`config.mk`:
```
export PLATFORM = sky130hd
export DESIGN_NAME = dvsd_8216m1_mac
export DESIGN_NICKNAME = d
export VERILOG_FILES = /design/src/rtl/dvsd_8216m1_mac.sv
export SDC_FILE = /design/constraint.sdc
export NUM_CORES = 1
export LEC_CHECK = 0
export BUFFER_PORTS_ARGS = -buffer_cell sky130_fd_sc_hd__buf_2
export CORE_MARGIN = 1
export CORE_UTILIZATION = 45
export DETAILED_ROUTE_END_ITERATION = 10
export PLACE_DENSITY = 0.67
export SYNTH_ARGS = -nofsm -noshare
export SYNTH_HDL_FRONTEND = slang
export SYNTH_SLANG_ARGS = --single-unit
```
`constraint.sdc`:
```
create_clock -name clk -period 2.1 [get_ports clk]
set_input_delay 0.42 -clock clk [delete_from_list [all_inputs] [get_ports clk]]
set_output_delay 0.42 -clock clk [all_outputs]
set_load 0.01 [all_outputs]
```
`src/rtl/dvsd_8216m1_mac.sv`:
```
// Frame accumulator: sums LEN (1..16) unsigned 16-bit products per frame and
// presents the modulo-2^ACC_W total on a valid/ready output with a sticky carry flag.
module dvsd_8216m1_mac #(
    parameter int ACC_W = 24,
    parameter int LEN_W = 4
) (
    input  logic             clk,
    input  logic             rst_n,
    input  logic [15:0]      m,
    input  logic             in_valid,
    output logic             in_ready,
    input  logic [LEN_W-1:0] len,
    input  logic             clr,
    output logic [ACC_W-1:0] out_sum,
    output logic             out_valid,
    input  logic             out_ready,
    output logic             ovf,
    output logic [7:0]       frame_cnt,
    output logic             busy
);

    typedef enum logic [1:0] {
        IDLE = 2'd0,
        ACC  = 2'd1,
        HOLD = 2'd2
    } state_e;

    state_e             state_q, state_d;
    logic [ACC_W-1:0]   acc_q, acc_d;
    logic [LEN_W:0]     cnt_q, cnt_d;
    logic [LEN_W:0]     len_q, len_d;
    logic               ovf_q, ovf_d;
    logic [ACC_W-1:0]   out_sum_q, out_sum_d;
    logic               out_valid_q, out_valid_d;
    logic [7:0]         frame_cnt_q, frame_cnt_d;

    logic [LEN_W:0]     len_eff;
    logic [LEN_W:0]     cnt_inc;
    logic [ACC_W:0]     sum_ext;
    logic               xfer;

    always_comb begin
        // A zero length field encodes the maximum frame of 2^LEN_W products.
        len_eff = (len == '0) ? {1'b1, {LEN_W{1'b0}}} : {1'b0, len};
        cnt_inc = cnt_q + (LEN_W+1)'(1);
        sum_ext = {1'b0, acc_q} + (ACC_W+1)'(m);
        xfer    = in_valid && (state_q != HOLD);

        state_d     = state_q;
        acc_d       = acc_q;
        cnt_d       = cnt_q;
        len_d       = len_q;
        ovf_d       = ovf_q;
        out_sum_d   = out_sum_q;
        out_valid_d = out_valid_q;
        frame_cnt_d = frame_cnt_q;

        unique case (state_q)
            IDLE: begin
                if (xfer) begin
                    len_d = len_eff;
                    acc_d = ACC_W'(m);
                    cnt_d = (LEN_W+1)'(1);
                    ovf_d = 1'b0;
                    if (len_eff == (LEN_W+1)'(1)) begin
                        state_d     = HOLD;
                        out_sum_d   = ACC_W'(m);
                        out_valid_d = 1'b1;
                    end else begin
                        state_d = ACC;
                    end
                end
            end
            ACC: begin
                if (xfer) begin
                    acc_d = sum_ext[ACC_W-1:0];
                    ovf_d = ovf_q | sum_ext[ACC_W];
                    cnt_d = cnt_inc;
                    if (cnt_inc == len_q) begin
                        state_d     = HOLD;
                        out_sum_d   = sum_ext[ACC_W-1:0];
                        out_valid_d = 1'b1;
                    end
                end
            end
            HOLD: begin
                if (out_ready) begin
                    out_valid_d = 1'b0;
                    frame_cnt_d = frame_cnt_q + 8'd1;
                    state_d     = IDLE;
                end
            end
            default: state_d = IDLE;
        endcase

        // Clear wins over any transfer or handshake decided above; frame_cnt survives.
        if (clr) begin
            state_d     = IDLE;
            acc_d       = '0;
            cnt_d       = '0;
            ovf_d       = 1'b0;
            out_sum_d   = '0;
            out_valid_d = 1'b0;
            frame_cnt_d = frame_cnt_q;
        end
    end

    // NOTE: sequential state uses non-blocking assignments only, and every flop,
    // including the datapath registers, gets an explicit async reset value.
    always_ff @(posedge clk or negedge rst_n) begin
        if (!rst_n) begin
            state_q     <= IDLE;
            acc_q       <= '0;
            cnt_q       <= '0;
            len_q       <= '0;
            ovf_q       <= 1'b0;
            out_sum_q   <= '0;
            out_valid_q <= 1'b0;
            frame_cnt_q <= '0;
        end else begin
            state_q     <= state_d;
            acc_q       <= acc_d;
            cnt_q       <= cnt_d;
            len_q       <= len_d;
            ovf_q       <= ovf_d;
            out_sum_q   <= out_sum_d;
            out_valid_q <= out_valid_d;
            frame_cnt_q <= frame_cnt_d;
        end
    end

    assign in_ready  = (state_q != HOLD);
    assign busy      = (state_q != IDLE);
    assign out_sum   = out_sum_q;
    assign out_valid = out_valid_q;
    assign ovf       = ovf_q;
    assign frame_cnt = frame_cnt_q;

endmodule

```
# Yosys cells after proc, flatten, opt, wreduce, memory -nomap -nowiden
# Cells that the tools add are included.
[word_totals] out_inout_bits=36 wordCells=68 in_bits=25 register_bits=70
[op_classes] mux=33 n_reduce_logical=12 n_eq_ne=10 add_sub_neg=3 bitwise_logic=2
[ops] cell="two-way mux 24 bit" count=8
[ops] cell="case mux 24 bit (2 select lines)" count=2
[ops] cell="adder 24 x 16 -> 25 bit" count=1
[ops] cell="two-way mux 5 bit" count=4
[ops] cell="!= test 3 bit (second input constant)" count=5
[ops] cell="two-way mux 2 bit" count=6
[ops] cell="case mux 5 bit (2 select lines)" count=1
[ops] cell="two-way mux 1 bit" count=9
[ops] cell="adder 8 x 1 -> 8 bit (second input constant)" count=1
[ops] cell="case mux 2 bit (3 select lines)" count=1
[ops] cell="AND reduction 3 bit" count=2
[ops] cell="AND reduction 6 bit" count=1
[ops] cell="adder 5 x 1 -> 5 bit (second input constant)" count=1
[ops] cell="== test 5 x 1 -> 1 bit (second input constant)" count=1
[ops] cell="== test 5 bit" count=1
[ops] cell="AND reduction 5 bit" count=1
[ops] cell="zero test 4 bit" count=1
[ops] cell="AND reduction 4 bit" count=1
[ops] cell="nonzero test 4 bit" count=1
[ops] cell="case mux 1 bit (3 select lines)" count=1
[ops] cell="nonzero test 3 bit" count=1
[ops] cell="== test 2 x 1 -> 1 bit (second input constant)" count=1
[ops] cell="== test 2 bit (second input constant)" count=1
[ops] cell="zero test 2 bit" count=1
[ops] cell="other kinds (7)" count=7

# Logic depth before layout (Yosys ltp)
[depth] ltp_word=7 depth_mapped=10 depth_no_buf=10

# Least setup slack after synthesis
# No wires, ideal clock.
[synth_path] path_type="input port to flip-flop" startpoint="in m[0]" endpoint="reg acc_q[22]" path_buffers=0 required_ns=2.031 slack_ns=-0.193 stages=10 setup_ns=0.069 t_arrival_ns=2.225 path_cell_list="ha_1 -> inv_1 -> fa_1 -> nand2b_1 -> a21o_1 -> a21oi_1 -> or2_2 -> a41oi_2 -> or3_1 -> nand3_1"
[synth_between] elab_chain_len=4
[synth_lines] element="from (decl)" line_no="9" text="input logic [15:0] m,"
[synth_lines] element="adder 24 x 16 -> 25 bit" line_no="46" text="sum_ext = {1'b0, acc_q} + (ACC_W+1)'(m);"
[synth_lines] element="two-way mux 24 bit" line_no="75" text="if (xfer) begin"
[synth_lines] element="case mux 24 bit (2 select lines)" line_no="58" text="unique case (state_q)"
[synth_lines] element="two-way mux 24 bit" line_no="97" text="if (clr) begin"
[synth_lines] element="to (signal assigned)" line_no="113" text="acc_q <= '0;"
[synth_lines] element="to (signal assigned)" line_no="122" text="acc_q <= acc_d;"
[synth_lines] element="to (decl)" line_no="29" text="logic [ACC_W-1:0] acc_q, acc_d;"
# No other way between the ends. The select of a mux whose other input is x is not followed.
# A chain may end at the register's enable or synchronous reset.

# Worst setup path in the final report
[layout_path] startpoint="reg acc_q[0]" endpoint="reg acc_q[22]"
[layout_between] elab_chain_len=4
[layout_lines] element="adder 24 x 16 -> 25 bit" line_no="46"
[layout_lines] element="two-way mux 24 bit" line_no="75"
[layout_lines] element="case mux 24 bit (2 select lines)" line_no="58"
[layout_lines] element="two-way mux 24 bit" line_no="97"
# No other way between the ends. The select of a mux whose other input is x is not followed.

==> impl_metrics.toml <==
[clock_network]
cts_tree = "built"
clkLatencyLatePin_ps = 360
numClockSinks = 70
clockBufferDepth = 2
path_clk_slew_ps = 80
clock-root-buffer = "clkbuf_8"
numCtsBuffers = 9
htree_num_levels = 3

[timing]
rsz0062_at_grt = "true"
setup-violations-final = 25
clock.fmax_ghz = 0.445
tightest_slew_ps = 396
final_max_slew_viol_count = 0
final.setup.worst_slack_ps = -149
relSlewSlack = 0.736
period_minus_slack_ps = 2250
finalCritPeriodShare = 1.07
finalHoldViolCount = 0
worst_clock_skew_ps = 8.33

[drt]
drcViolationCount = 0
drtAntennaViolNets = 0
avgViaCountPerCell = 5.61
drtPass1Iterations = 5
drt_iter0_markers = 239
wl_um = 12500
wire_per_inst_um = 16.8
vias = 4194

[synth]
synth_top_cell_area_share = 0.398
synthFlopType = "dfrtp_1"
ys_async_sr_fraction = 1.00
ys_types = 64
synth_edf_count = 0
syn_area_per_cell_um2 = 9.12
synth_area_leaders = "dfrtp_1 40%, nand2_1 6.6%, ha_1 6.0%"
synth_warnings = 0
yosys_register_bits = 70
synthCells = 482
ys_seq_area_frac = 0.398
syn-cell-area_um2 = 4400
yosysTopAreaCell = "dfrtp_1"
syn_nets = 529

[grt]
grt_use_total = 0.243
antenna_found_initial = 0
grt_pass1_vias = 4014
grt_max_degree = 31
grt_overflow_total = 0
grt_first_pass_wirelength_um = 19200

[place]
dp_hpwl_um = 8380
dp.cells = 718
pre_cts_ws_ps = -304
gp_congestion = 0.874
io_buffers = 60

[outcome]
status = "finished, violations left"
failed_checks = "negative setup slack"

[cells_and_area]
synthToLayoutAreaGrowth_pct = 38.1
drive_gt1_frac = 0.409
layout.nets = 660
diodes = 0
instances_no_fill = 747

[pwr]
clockPowerShare = 0.155
ir_drop_mv = 0.829
p_sw_frac = 0.416
seqPwrFrac = 0.256
total_power_mw = 7.93
combinationalPowerShare = 0.588
leakage_nw = 2.81
p_int_mw = 4.63
netSwitchingPower_mw = 3.30
p_per_area_nw_per_um2 = 1310

[worst_setup_path]
cp-end-kind = "register"
critPathBufInv = 1
path_max_fanout = 3
cp_cell_sequence = "ha_4 > inv_2 > fa_2 > nand2b_4 > a21o_1 > a21oi_2 > or2_4 > a41oi_4 > or3_1 > nand3_1"
start_kind = "register"
r2r_slack_ps = -150
cp.required_ps = 2400
worstPathArrival_ps = 2540
slowest_delay_ps = 400
critPathKind = "reg -> reg"
path_delay_family = "simple AND/OR/NAND/NOR gates"
slowest_stage = "dfrtp_1"

[floorplan]
fp.dieW_um = 101
initial_core_util = 0.469
io-pin-count = 61
coreArea_um2 = 9370
rows = 35
die_y_um = 101
die_area_um2 = 10200

[run]
timing.max_cap.violations = 0

[min_path]
hold_path_class = "in -> reg"
==> cell usage in the layout (no fill, tap or decap), drive strengths merged, types with 8 or more instances in the layout <==
cell type	netlist	final
xnor2	16	16
mux2i	9	9
and2	7	8
xor2	13	13
clkbuf	7	9
a21oi	31	31
dfrtp	70	70
nand3	16	16
o31ai	10	10
inv	11	12
nor2	29	29
buf	17	142
o21ai	41	41
ha	21	21
mux2	19	19
nand2	78	78
==> state kept, by name (all words and copies together) (netlist names) <==
signal,count
acc_q,24
cnt_q,5
frame_cnt,8
len_q,5
out_sum,24
out_valid,1
ovf,1
state_q,2
==> per-layer routing <==
metal / GRT usage / wire length (um) / up-vias
met2: 0.396 / 6020 / 126
li1: - / - / 1989
met1: 0.329 / 5590 / 2053
met3: 0.0423 / 678 / 26
met4: 0.0758 / 258 / 0
met5: 0 / 0 / -
==> synth_stat cells (2+ instances only) <==
master and count:
mux2i_1 9, a41oi_1 2, a31oi_1 3, nand3_1 16
inv_1 11, nand4_1 7, nor2b_1 2, xor2_1 13
clkbuf_1 7, or2_2 2, a21oi_1 30, o21ai_1 7
o22ai_1 2, xnor2_1 16, a211o_1 2, o211ai_1 4
mux2_2 18, a221oi_1 2, o31ai_1 10, or3_1 3
buf_1 2, o22a_1 2, o21a_1 2, nor4_1 4
o211ai_2 2, nand2_1 77, buf_2 13, nor3_1 6
o2111ai_1 2, a211oi_1 2, nor3b_1 2, and2_1 6
nor2_1 29, nand2b_1 7, dfrtp_1 70, a21o_1 5
a22oi_1 3, ha_1 21, and3_1 4, o21ai_0 33
==> area by class of cell <==
cell class,instances,area [um^2]
Timing Repair Buffer,143,978
Multi-Input combinational cell,378,2920
Sequential cell,70,1750
Tap cell,129,161
Inverter,11,41.3
Fill cell,791,3300
Clock buffer,9,124
Clock inverter,7,97.6
==> path summary, 6_finish.rpt <==
check | end | start | depth (start not counted)
max reg2reg | acc_q[22]$_DFFE_PN0P_ | acc_q[0]$_DFFE_PN0P_ | 10
min reg2reg | out_sum[9]$_DFFE_PN0P_ | out_sum[9]$_DFFE_PN0P_ | 2
min | len_q[4]$_DFFE_PN0P_ | len[0] | 2
max | acc_q[22]$_DFFE_PN0P_ | acc_q[0]$_DFFE_PN0P_ | 10
max in group asynchronous | frame_cnt[5]$_DFFE_PN0P_ | rst_n | 3
min in group asynchronous | out_sum[12]$_DFFE_PN0P_ | rst_n | 2
==> metrics by stage <==
| step | util | TNS (ps) | hold slack (ps) | cell area, um^2 |
|---|---|---|---|---|
| floorplan | - | -101 | 124 | 4440 |
| CTS | 0.612 | -953 | 269 | 5730 |
| finish | 0.648 | -1810 | 283 | 6070 |
| detailed placement | 0.572 | -7350 | 363 | 5360 |
| global route | 0.648 | -4510 | 290 | 6070 |
| global placement | 0.572 | -5600 | 362 | 5360 |
==> cell families (layout without fill, tap and decap cells) <==
logic type,count (synthesis),in the layout,share of synthesized area
buffers and inverters,35,170,0.0361
adder cells (fa/ha/maj),22,22,0.0643
AO/OA/AOI/OAI,128,128,0.195
XOR/XNOR,29,29,0.0578
multiplexers,28,28,0.0691
flip-flops,70,70,0.398
AND/OR/NAND/NOR,170,171,0.179
==> power by group through the flow <==
stage | registers, mW | clock network [mW] | logic, mW
after detailed placement | 2.02 | 0 | 3.87
after global placement | 2.00 | 0 | 3.78
final | 2.03 | 1.23 | 4.66
after floorplan | 2.06 | 0 | 2.30
after CTS | 2.00 | 1.25 | 4.05
after global routing | 2.07 | 1.30 | 5.00
==> repair_timing <==
item	CTS	global route
gates resized for setup	23	63
endpoints found under the setup margin	29	42
endpoints found under the hold margin	14	0
setup buffers	4	7
hold buffers	1	0
pin swaps	11	29
cloned	0	1
Power figures use the tool's default switching activity.
